## src/rtl/dma_periph_requester.sv

```systemverilog
// Peripheral end of a single 8237A DMA channel: byte FIFO fed by device logic,
// registered DREQ, DACK/IOR_N read-out onto the data bus, EOP_N termination.
module dma_periph_requester #(
  parameter int DEPTH        = 16,
  parameter int THRESH       = 1,
  parameter int DREQ_ACT_LOW = 0,
  parameter int DACK_ACT_LOW = 1
) (
  input  logic                       CLK,
  input  logic                       RESET,
  input  logic                       enable,
  input  logic                       demand_mode,
  input  logic                       push,
  input  logic [7:0]                 push_data,
  output logic                       full,
  output logic [$clog2(DEPTH):0]     count,
  output logic                       DREQ,
  input  logic                       DACK,
  input  logic                       IOR_N,
  input  logic                       EOP_N,
  output logic [7:0]                 DB_OUT,
  output logic                       DB_OE,
  output logic                       tc_done,
  input  logic                       clear_tc,
  output logic                       ovf,
  output logic                       unf
);
  localparam int AW = $clog2(DEPTH);
  localparam int CW = AW + 1;
  localparam logic [CW-1:0] THR  = CW'(THRESH);
  localparam logic [CW-1:0] FULLC = CW'(DEPTH);

  typedef enum logic [1:0] {IDLE, REQ, XFER, RELEASE} state_t;

  state_t state, stateNext;
  logic dreqQ, dreqNext, modeQ, modeNext, tcSet;
  logic dack, eop, iorPrev, strobe, pop, wrEn;
  logic [AW-1:0] rdPtr, wrPtr;
  logic [CW-1:0] countNext;
  logic [7:0] mem [DEPTH];

  assign dack      = (DACK_ACT_LOW != 0) ? ~DACK : DACK;
  assign eop       = ~EOP_N;
  assign strobe    = dack & ~iorPrev & IOR_N;
  assign pop       = strobe & (count != '0);
  // a pop frees the head slot in the same edge, so a full FIFO can still accept
  assign wrEn      = push & (~full | pop);
  assign countNext = count + CW'(wrEn) - CW'(pop);
  assign full      = (count == FULLC);
  assign DREQ      = dreqQ ^ (DREQ_ACT_LOW != 0);

  // bus is only driven during an acknowledged read; idle bus value is 0
  assign DB_OE  = ~RESET & dack & ~IOR_N;
  assign DB_OUT = DB_OE ? ((count == '0) ? 8'hFF : mem[rdPtr]) : 8'h00;

  always_ff @(posedge CLK) begin
    if (wrEn) mem[wrPtr] <= push_data;
  end

  always_ff @(posedge CLK or posedge RESET) begin
    if (RESET) begin
      rdPtr   <= '0;
      wrPtr   <= '0;
      count   <= '0;
      iorPrev <= 1'b1;
      ovf     <= 1'b0;
      unf     <= 1'b0;
      tc_done <= 1'b0;
    end else begin
      iorPrev <= IOR_N;
      count   <= countNext;
      if (wrEn) wrPtr <= wrPtr + 1'b1;
      if (pop)  rdPtr <= rdPtr + 1'b1;
      if (push & full & ~pop)     ovf <= 1'b1;
      if (strobe & (count == '0)) unf <= 1'b1;
      if (tcSet)         tc_done <= 1'b1;
      else if (clear_tc) tc_done <= 1'b0;
    end
  end

  always_ff @(posedge CLK or posedge RESET) begin
    if (RESET) begin
      state <= IDLE;
      dreqQ <= 1'b0;
      modeQ <= 1'b0;
    end else begin
      state <= stateNext;
      dreqQ <= dreqNext;
      modeQ <= modeNext;
    end
  end

  always_comb begin
    stateNext = state;
    dreqNext  = 1'b0;
    modeNext  = modeQ;
    tcSet     = 1'b0;
    case (state)
      IDLE: begin
        if (enable & ~tc_done & (count >= THR)) begin
          stateNext = REQ;
          modeNext  = demand_mode;
        end
      end
      REQ: begin
        if (~enable) stateNext = IDLE;
        else if (dack) begin
          stateNext = XFER;
          dreqNext  = modeQ;
        end else dreqNext = 1'b1;
      end
      XFER: begin
        dreqNext = modeQ & (countNext != '0);
        if (eop) begin
          dreqNext  = 1'b0;
          tcSet     = 1'b1;
          stateNext = RELEASE;
        end else if (strobe) begin
          if (~modeQ | (countNext == '0)) stateNext = RELEASE;
        end else if (~dack) stateNext = RELEASE;
      end
      RELEASE: begin
        if (~dack) stateNext = IDLE;
      end
      default: stateNext = IDLE;
    endcase
  end
endmodule

```

## config.mk

```make
export PLATFORM = sky130hd
export DESIGN_NAME = dma_periph_requester
export DESIGN_NICKNAME = d
export VERILOG_FILES = /design/src/rtl/dma_periph_requester.sv
export SDC_FILE = /design/constraint.sdc
export NUM_CORES = 1
export LEC_CHECK = 0
export BUFFER_PORTS_ARGS = -buffer_cell sky130_fd_sc_hd__buf_2
export CAP_MARGIN = 5
export CORE_ASPECT_RATIO = 1.75
export CORE_MARGIN = 2
export CORE_UTILIZATION = 55
export DETAILED_ROUTE_END_ITERATION = 7
export HOLD_SLACK_MARGIN = 0.06
export PLACE_DENSITY = 0.78
export SLEW_MARGIN = 20
export SYNTH_ARGS = -nofsm -noshare
export SYNTH_HDL_FRONTEND = slang
export SYNTH_SLANG_ARGS = --single-unit
```

## constraint.sdc

```tcl
create_clock -name CLK -period 3.1 [get_ports CLK]
set_input_delay 0.155 -clock CLK [delete_from_list [all_inputs] [get_ports CLK]]
set_output_delay 0.155 -clock CLK [all_outputs]
set_load 0.01 [all_outputs]
```

Word level (Yosys, flattened, before mapping):

Memories as Yosys holds them, arrays and structs flattened.
Index checks and enable logic that the tools add are counted.

* bits in registers: 21
* latch bits: 0
* RAM bits: 128
* memory bits (read-only): 0
* bits of input ports: 17
* output and inout bits: 19
* logic and storage cells: 76
* memories kept: 1

* add/sub/neg operators: 4
* multipliers: 0
* divide/modulo/power cells: 0
* $lt $le $gt $ge: 1
* equal/unequal tests: 9
* shift operators: 0
* mux-type cells: 21
* bitwise operators: 22
* reductions and logical operators: 8

Memory list
* mem: words 16, bits a word 8, read ports 1, clocked after memory_dff 0, wr ports 1, RTL line 40 `logic [7:0] mem [DEPTH];`

Operators with widths (number)
* 2-bit 2-to-1 mux: 8
* 8-bit 2-to-1 mux: 2
* 1-bit AND: 12
* 5-bit zero test: 2
* 5-bit nonzero test: 2
* 1-bit 2-to-1 mux: 9
* 4-bit by 1-bit adder with 4-bit output (second input constant): 2
* 4-bit != test (second input constant): 2
* 1-bit inverter: 8
* 2-bit one-hot mux with 4 select lines: 1
* 5-bit by 1-bit adder with 5-bit output: 1
* 5-bit == test (second input constant): 1
* 5-bit by 1-bit >= comparator with 1-bit output (second input constant): 1
* 5-bit AND reduction: 1
* 5-bit by 1-bit subtractor with 5-bit output: 1
* 2-bit == test (second input constant): 2
* 2-bit != test (second input constant): 2
* 3-bit != test (second input constant): 1
* 2-bit by 1-bit == test with 1-bit output (second input constant): 1
* 2-bit zero test: 1
* 1-bit bitwise OR: 2
* 1-bit one-hot mux with 2 select lines: 1
* 2-bit AND reduction: 1
* 2-bit nonzero test: 1

Longest topological paths before layout:

Gate-level depths: netlist (run 1).

* depth after elaboration: 14
* depth in mapped cells: 14
* gate-level depth less buffers: 14

Least setup slack after synthesis (run 1):

No wires, ideal clock.

* path kind: reg2reg
* from: reg count[3]
* to: reg with a tool-made name
* setup time: 0.128 ns
* data arrival time: 2.997 ns
* data required time: 2.972 ns
* slack: -0.025 ns
* cell stages (with the launch flop): 14
* buffers on the path: 0
* period minus slack after synthesis: 3.125 ns
* cell sequence: dfrtp_1 inv_1 ha_1 nor4b_1 nor2_1 o21ai_0 ha_1 inv_1 fa_1 and3b_1 o2111ai_1 a211oi_1 o211ai_1 mux2i_1

RTL lines
* start: declaration: RTL line 16 `output logic [$clog2(DEPTH):0] count,`
* start signal: assignment: RTL line 71 `count <= countNext;`

==> metrics, run 1 <==
P_leak 2.85 nW; Final #Nets 497; r2r startpoint iorPrev; Yosys warnings 0; Core ar. 0.0116 mm^2; overall routing resource usage 22.9%; cell-internal power 4.75 mW; total number of H-tree levels 4; Reg clk slew, reported paths 0.06 ns; reg-to-reg slack, setup -0.13 ns; crit end category register; CTS Buffer Depth 2; die area 0.0127 mm^2; DP HPWL 9200 um; Sw Share 31.5%; Post-Layout Cell Count 609; unrepaired setup endpoints after global routing yes; failing checks setup timing; Initial DRC Count 304; fin worst setup slack -0.133 ns; total congestion overflow 0; cells on worst reg2reg path 12; Worst Path Arrival 3.53 ns; via count 3,673; clk sink count 149; Hold Vio Cnt, Final 0; average size of a mapped cell 16.5 um^2; share of layout cells above drive strength 1 28.7%; Synth Flop Type edfxtp_1; Worst Clk Skew 0.00866 ns; outcome finished, violations left; post-layout min period 3.23 ns; crit path from iorPrev; vias in the first global route 3,966; Hold Path Class input pin to register; clock power share 26.6%; crit-path max FO 4; FMAX 0.309 GHz; most common cell after layout, fill and taps aside edfxtp_1; first-pass GRT wire length 21,200 um; largest net degree at the start of global routing 27; synthesized flop and latch total 149; Port Buffers 35; clock root cell clkbuf_16; I/O pin cnt 36; final max-slew violation count 0; Max transition margin 30.8%; Initial DRT Pass Iterations 4; Place WS -0.429 ns; Post-route DRC 0; antenna diode count 0; clk_lat worst skew 0.42 ns; initial antenna violation count 0; WP data required 3.40 ns; vias per cell 6.03; asr flop ratio synth 14.1%; Num CTS Buffers 17; Post-synth EDFFs 128; Total Power 6.94 mW; register area share after synthesis 67.2%; CTS tree yes; Routed Antenna Nets 0; Synth-to-Final Area Change 16.5%; Slew @ Worst Pin 1.04 ns; period utilisation layout 104%; sequential power share 40.6%; max cap viols 0; Synth cell types 51; PD cells 916 mW/mm^2; Synth Cell Area 0.00650 mm^2; most frequent cells in the layout 128 x edfxtp_1, 35 x buf_2, 26 x mux2_2, 23 x buf_4, 19 x dfrtp_1; Inst Count DP 562; Synth Instances 395; Peak VDD IR 0.952 mV; Filler Cell Count 770; Total Wirelength 13,600 um; DR WL/cell 22.3 um; Final setup viols 3; Die Wd 86.2 um; WS Path Type register to register; Worst Setup Start Kind register; Psw 2.18 mW; Die Y 148 um; Final Wtd Congestion 0.780; Initial Utilization 56.1%; Synthesized Nets 431; FP Rows 52; final core occ 65.4%; combinational share of power 32.7%
## Yosys cell counts (10+ instances only)
master	n	area share (%)
ha_1	18	3.5
dfrtp_1	20	7.7
inv_1	17	0.98
edfxtp_1	128	59
mux2i_1	18	2.8
o22ai_1	10	0.96
a21oi_1	17	1.3
o21ai_0	11	0.85
mux2_2	26	4.5
## per-layer routing
| metal | vias up | global-route usage [%] | part of all wire [%] |
|---|---|---|---|
| met1 | 1859 | 24.4 | 35 |
| met4 | 0 | 9.38 | 2.5 |
| met5 | - | 0 | 0 |
| met2 | 103 | 42.2 | 58 |
| li1 | 1687 | - | - |
| met3 | 24 | 5.53 | 4.3 |
## flip-flops by register name (all words and copies together) (netlist names), named ones only
signal and cells:
DREQ 1, count 5, iorPrev 1, mem 128
modeQ 1, ovf 1, rdPtr 4, state 1
tc_done 1, unf 1, wrPtr 4
## metrics by stage
| stage | cell area, um^2 | hold WS [ns] | setup TNS [ns] |
|---|---|---|---|
| 2_1_floorplan | 6510 | 0.131 | 0 |
| 3_3_place_gp | 6840 | 0.295 | -0.454 |
| 3_5_place_dp | 6840 | 0.300 | -1.22 |
| 4_1_cts | 7540 | 0.113 | -0.362 |
| 5_1_grt | 7570 | 0.126 | -0.673 |
| 6_report | 7570 | 0.121 | -0.367 |
## cell families after synthesis
group | share of synthesized area, %
AO/OA/AOI/OAI | 6.33
multiplexers | 13.3
AND/OR/NAND/NOR | 5.46
flip-flops | 67.2
buffers and inverters | 2.87
adder cells (fa/ha/maj) | 3.77
XOR/XNOR | 1.08
## worst min path at each step
stage	startpoint	end	slack (ns)	cells after the start
after CTS	push_data[0]	mem[2][0]	0.11	1
after global routing	push_data[0]	mem[2][0]	0.13	1
after global placement	IOR_N	iorPrev	0.29	1
after detailed placement	IOR_N	iorPrev	0.30	1
after floorplan	RESET	DREQ	0.13	1
final	push_data[6]	mem[10][6]	0.12	1
## what timing repair did
action | 4_1_cts | 5_1_grt
gates cloned | 0 | 0
pin swaps | 8 | 4
hold buffers | 7 | 0
resized for setup | 16 | 0
endpoints found under the hold margin | 25 | 0
setup endpoints to repair | 3 | 3
buffers inserted | 4 | 4
## critical path, stage by stage, from the launching register on
cell      delay [ns]
dfstp_2         0.37
or3b_4          0.39
or3_4           0.38
o21ai_2         0.07
ha_2            0.21
inv_2           0.04
fa_1            0.53
nor3b_4         0.22
o311ai_2        0.15
a211oi_2        0.35
buf_4           0.19
o211ai_1        0.09
mux2i_1         0.14
## final cells by class
| class | instances | area [um^2] | area share, % |
|---|---|---|---|
| Tap cell | 135 | 169 | 2.23 |
| Clock inverter | 7 | 58.8 | 0.776 |
| Inverter | 17 | 63.8 | 0.842 |
| Sequential cell | 149 | 4370 | 57.7 |
| Multi-Input combinational cell | 211 | 2020 | 26.6 |
| Timing Repair Buffer | 65 | 418 | 5.52 |
| Clock buffer | 25 | 475 | 6.28 |
## power by group through the flow
stage	combinational, mW	clock (mW)	sequential [mW]
floorplan	1.68	0	2.66
global placement	1.96	0	2.81
detailed placement	2.05	0	2.85
CTS	2.22	1.86	2.82
global route	2.45	1.96	2.86
finish	2.27	1.85	2.82
Power figures use the tool's default switching activity.
==> run 2, diff against run 1 <==
- CORE_UTILIZATION: 55 -> 50
- PLACE_DENSITY: 0.78 -> 0.72
==> metrics, run 2 (synthesis results as in run 1) <==
CTS tree yes; Placement Cell Area 0.00687 mm^2 (+0.44%); Port Buffers 35 (unchanged); setup TNS -0.233 ns (+0.133 ns); clk_lat worst skew 0.42 ns (about the same); Peak VDD IR 0.697 mV (-27%); antenna diode count 0 (unchanged); Worst Setup Start Kind register; Initial Utilization 50.8% (-5.3 points); CTS Buffer Depth 2 (unchanged); vias per cell 5.73 (-5.1%); total congestion overflow 0 (unchanged); Total Wirelength 13,400 um (-1.1%); Final setup viols 3 (unchanged); vias in the first global route 3,875 (-2.3%); overall routing resource usage 20.3% (-2.6 points); Routed Antenna Nets 0 (unchanged); die area 0.0140 mm^2 (+9.6%); Reg with most FFs mem; Initial DRT Pass Iterations 5 (+1); FP Rows 55 (+5.8%); initial antenna violation count 0 (unchanged); crit-path cells or3b_4, or3_4, o21ai_2, ha_2, inv_2, fa_1, and3b_1, o2111ai_2, a211oi_2, buf_4, o211ai_1, mux2i_1; most frequent cells in the layout 128 x edfxtp_1, 35 x buf_2, 26 x mux2_2; first-pass GRT wire length 21,000 um (-0.94%); Die Wd 90.2 um (+4.7%); crit end category register; DR WL/cell 21.1 um (-5.6%); Worst Clk Skew 0.00837 ns (-0.000291 ns); clock root cell clkbuf_16; Inst Count DP 596 (+6.0%); slowest CP cell fa_1; Post-Layout Cell Count 638 (+4.8%); Hold Vio Cnt, Final 1 (+1); post-layout min period 3.24 ns (+0.00391 ns); final max-slew violation count 0 (unchanged); Min Hold Slack -0.119 ns (-0.240 ns); Max transition margin 39.4% (+8.6 points); Final Wtd Congestion 0.801 (+2.7%); final instance area 0.00759 mm^2 (+0.23%); Slew @ Worst Pin 0.909 ns (-0.129 ns); WS Path Type register to register; Post-route DRC 0 (unchanged); most common cell after layout, fill and taps aside edfxtp_1; delay-heaviest family, CP simple AND/OR/NAND/NOR gates; period utilisation layout 104% (+0.13 points); I/O pin cnt 36 (unchanged); failing checks hold timing, setup timing; Synth-to-Final Area Change 16.8%; max cap viols 0 (unchanged); Num CTS Buffers 17 (unchanged); slowest stage delay, CP 0.52 ns (about the same); PD cells 916 mW/mm^2 (about the same); share of layout cells above drive strength 1 29.6% (+0.86 points); flip-flop count of the largest register after layout 128 (unchanged); outcome finished, violations left; fin worst setup slack -0.137 ns (-0.00391 ns); Final #Nets 490 (-1.4%); Initial DRC Count 179 (-41%); Total Power 6.96 mW (+0.27%); Regs by FF count mem (128), count (5); total number of H-tree levels 4 (unchanged); Place WS -0.322 ns (+0.107 ns); unrepaired setup endpoints after global routing yes; Hold Path Class input pin to register; largest net degree at the start of global routing 27 (unchanged); Worst Path Arrival 3.57 ns (+0.04 ns); crit-path max FO 3 (-1); Reg clk slew, reported paths 0.06 ns (about the same); hold_buf cts 5 (-2); FMAX 0.309 GHz (-0.12%); DP HPWL 9020 um (-2.0%); P_leak 2.81 nW (-1.3%); critical path buffer and inverter count 2 (unchanged); Die Y 155 um (+4.7%); clk sink count 149 (unchanged); Core ar. 0.0128 mm^2 (+11%); via count 3,653 (-0.54%); WP data required 3.43 ns (+0.03 ns)
[run 2: changes by cell type in the layout (fill, tap and decap cells not counted), moves of 2 or more]
cell,before,now
clkbuf_1,6,2
nand2_2,0,2
buf_4,23,18
dlygate4sd3_1,7,5
clkinvlp_4,0,5
nand2_1,8,6
clkinv_2,5,2
[run 2: final timing paths]
path / startpoint / to / slack (ns) / depth (start not counted)
min in group asynchronous: RESET / asynchronous set/reset pin / 0.49 / 3
max: iorPrev / register / -0.14 / 12
max reg2reg: iorPrev / register / -0.14 / 12
min reg2reg: ovf / ovf / 0.47 / 1
max in group asynchronous: RESET / count[1] / 2.03 / 3
min: IOR_N / iorPrev / -0.12 / 1
[run 2: timing repair]
action,CTS,global route
pin swaps,8,4
gates resized for setup,10,7
setup endpoints to repair,3,3
setup buffers,4,1
hold endpoints to repair,24,1
[run 2: layout make-up]
class	instances	area, um^2
clock buffer	20	447
multi-input combinational	211	2010
clock inverter	12	129
fill	989	5210
tap	171	214
sequential	149	4370
inverter	17	63.8
timing repair buffer	58	360
[run 2: power by group]
part | switching, mW | internal [mW]
Clock | 0.779 | 1.20
Combinational | 1.13 | 1.06
Sequential | 0.300 | 2.49
Total | 2.21 | 4.75
[run 2: per-layer routing]
layer,vias up,share of wire (%),GRT usage [%]
li1,1667,-,-
met1,1874,37,21.6
met2,86,57,38.9
met3,26,2.9,4.31
met4,0,2.5,7.84
met5,-,0,0
[run 2: stage by stage]
stage / utilization (%) / hold slack (ns)
2_1_floorplan: - / 0.131
3_3_place_gp: 53.7 / 0.294
3_5_place_dp: 53.7 / 0.302
4_1_cts: 59.1 / -0.134
5_1_grt: 59.3 / -0.137
6_report: 59.3 / -0.119
==> run 3, diff against run 2 <==
- ABC_AREA: unset -> 1
- MAX_ROUTING_LAYER: unset -> met4
==> metrics, run 3 <==
outcome complete, no violations; setup TNS 0 ns (+0.233 ns); PD cells 952 mW/mm^2 (+3.9%); cells on worst reg2reg path 19 (+7); Initial Utilization 50.8% (about the same); flip-flop count of the largest register after layout 128 (unchanged); WS Path Type register to register; CTS tree yes; crit end category register; synthesized flop and latch total 149 (unchanged); Yosys warnings 0 (unchanged); total congestion overflow 0 (unchanged); metal2 WL 8100 um (+5.0%); FF+latch area 0.00437 mm^2 (unchanged); Slew @ Worst Pin 0.887 ns (-0.0225 ns); largest net degree at the start of global routing 67 (+150%); post-layout min period 2.97 ns (-0.272 ns); Min Hold Slack 0.134 ns (+0.253 ns); Post-synth EDFFs 128 (unchanged); Multi-input gate area 0.00181 mm^2 (-9.6%); met1 WL 5150 um (+3.2%); max cap viols 0 (unchanged); hold wc startpoint push_data[1]; die area 0.0140 mm^2 (about the same); DP HPWL 9590 um (+6.3%); Core ar. 0.0128 mm^2 (unchanged); fin worst setup slack 0.135 ns (+0.272 ns); Worst Clk Skew 0.00874 ns (+0.000373 ns); period utilisation layout 95.7% (-8.8 points); Port Buffers 35 (unchanged); final max-slew violation count 0 (unchanged); final core occ 59.3% (about the same); Placement Cell Area 0.00687 mm^2 (-0.13%); DR WL/cell 18.0 um (-15%); Num CTS Buffers 17 (unchanged); Final #Nets 650 (+33%); uppermost routed layer met4; most instantiated cells after synthesis 128 x edfxtp_1, 122 x nor2_1, 45 x nand2_1; overall routing resource usage 22.3% (+2.0 points); Synth Instances 559 (+42%); Synth area leaders edfxtp_1 59%, dfrtp_1 7.7%, nor2_1 7.0%; Place WS -0.00613 ns (+0.316 ns); most frequent cells in the layout 128 x edfxtp_1, 121 x nor2_1, 45 x nand2_1, 40 x o21ai_0, 38 x inv_1; crit-path max FO 4 (+1); Reg clk slew, reported paths 0.06 ns (about the same); Die Y 155 um (about the same); Routed Antenna Nets 0 (unchanged); Initial DRT Pass Iterations 5 (unchanged); Regs by FF count mem (128), count (5); FP Rows 55 (unchanged); average size of a mapped cell 11.6 um^2 (-29%); Total Wirelength 14,400 um (+6.9%); vias per cell 5.47 (-4.5%); most common cell after layout, fill and taps aside edfxtp_1; Synth Flop Type edfxtp_1; P_leak 2.90 nW (+3.2%); Post-route DRC 0 (unchanged); r2r startpoint count[3]; Filler Cell Count 1,035 (+4.7%); Reg with most FFs mem; Synth top area share 59.1% (about the same); Synth-to-Final Area Change 16.7% (about the same); via count 4,365 (+19%); share of layout cells above drive strength 1 15.9% (-14 points); Worst Hold Depth 1 (unchanged); total number of H-tree levels 4 (unchanged); reg-to-reg slack, setup 0.13 ns (+0.27 ns); worst hold endpoint mem[4][1]; final instance area 0.00758 mm^2 (about the same); Synth cell types 33 (-35%); Peak VDD IR 0.680 mV (-2.6%); first-pass GRT wire length 22,800 um (+8.4%); Post-Layout Cell Count 798 (+25%); Final Wtd Congestion 0.826 (+3.2%); clk sink count 149 (unchanged); FMAX 0.337 GHz (+9.2%); Final setup viols 0 (-3); Hold Vio Cnt, Final 0 (-1); asr flop ratio synth 14.1% (unchanged); Synth Cell Area 0.00650 mm^2 (about the same); Max transition margin 40.7% (+1.3 points); CTS Buffer Depth 2 (unchanged); Hold Path Class input pin to register; Inst Count DP 756 (+27%); Die Wd 90.2 um (about the same); Worst Path Arrival 3.27 ns (-0.30 ns); register area share after synthesis 67.2% (about the same); vias in the first global route 4,445 (+15%); top-count cell post-synth edfxtp_1; initial antenna violation count 0 (unchanged); clock root cell clkbuf_16; Worst Setup Start Kind register; Initial DRC Count 357 (+99%); Synthesized Nets 595 (+38%); I/O pin cnt 36 (unchanged); WP data required 3.41 ns (-0.02 ns); antenna diode count 0 (unchanged); biggest area consumer among synthesized cells edfxtp_1; clk_lat worst skew 0.42 ns (about the same); met3 wire len 575 um (+47%); Total Power 7.22 mW (+3.8%)
[run 3: changes by cell type in the layout (fill, tap and decap cells not counted), moves of 9 or more]
cell and change:
nor2_1 +114, nand2_1 +39, nand3_1 +31, o211ai_1 +31, o21ai_0 +30, o21ai_1 +27
mux2_2 -25, inv_1 +24, mux2i_1 -18, a21oi_1 -15, o22ai_1 -9
[run 3: worst max-delay path: stages, from the launching register on]
cell     delay [ns]
dfrtp_1        0.39
inv_1          0.12
ha_1           0.17
inv_1          0.05
nor2_2         0.15
nand3_2        0.09
nand2_1        0.15
nand2_1        0.07
nand2_1        0.06
ha_1           0.16
inv_1          0.06
fa_1           0.48
inv_1          0.05
or2_2          0.27
nor2_1         0.14
nand3_2        0.13
nand3_2        0.10
nand3_1        0.08
nand2_1        0.08
nand2_1        0.05
[run 3: metal layers]
layer	global-route usage, %	vias up
met5	-	-
met4	11.2	0
met3	4.34	39
met2	40.9	127
met1	22.3	2139
li1	-	2060
[run 3: power by group]
| group | leakage, nW | switching, mW | internal, mW |
|---|---|---|---|
| Combinational | 1.21 | 1.59 | 0.829 |
| Sequential | 1.40 | 0.206 | 2.48 |
| Clock | 0.293 | 0.770 | 1.34 |
| Total | 2.90 | 2.57 | 4.65 |
[run 3: final cells by class]
class / instances / area share (%)
Clock buffer: 19 / 5.71
Clock inverter: 13 / 2.42
Inverter: 42 / 2.08
Multi-Input combinational cell: 343 / 23.9
Sequential cell: 149 / 57.7
Tap cell: 171 / 2.82
Timing Repair Buffer: 61 / 5.41
[run 3: how the worst max path moves through the flow]
stage               slack, ns  startpoint       end  cells past startpoint
floorplan                0.23    count[2]  state[0]                     20
global placement         0.21    count[2]  state[0]                     22
detailed placement     -0.006    count[2]  state[0]                     20
CTS                      0.04    count[2]  state[0]                     22
global route           -0.007    count[3]  state[0]                     19
finish                   0.13    count[3]  register                     19
[run 3: what timing repair did]
action                     4_1_cts  5_1_grt
setup buffers                    0        4
pin swaps                        0        1
gates resized for setup          1        3
hold endpoints to repair        24        0
setup endpoints to repair        1        2
hold buffers                     6        0
[run 3: logic make-up after synthesis]
kind of cell	share of synthesized area, %
and+or+nand+nor	13.1
muxes	0.173
adders and majority gates	3.77
xor gates and xnor gates	0.943
buffers and inverters	5.06
DFF	67.2
AOI/OAI and AO/OA	9.66
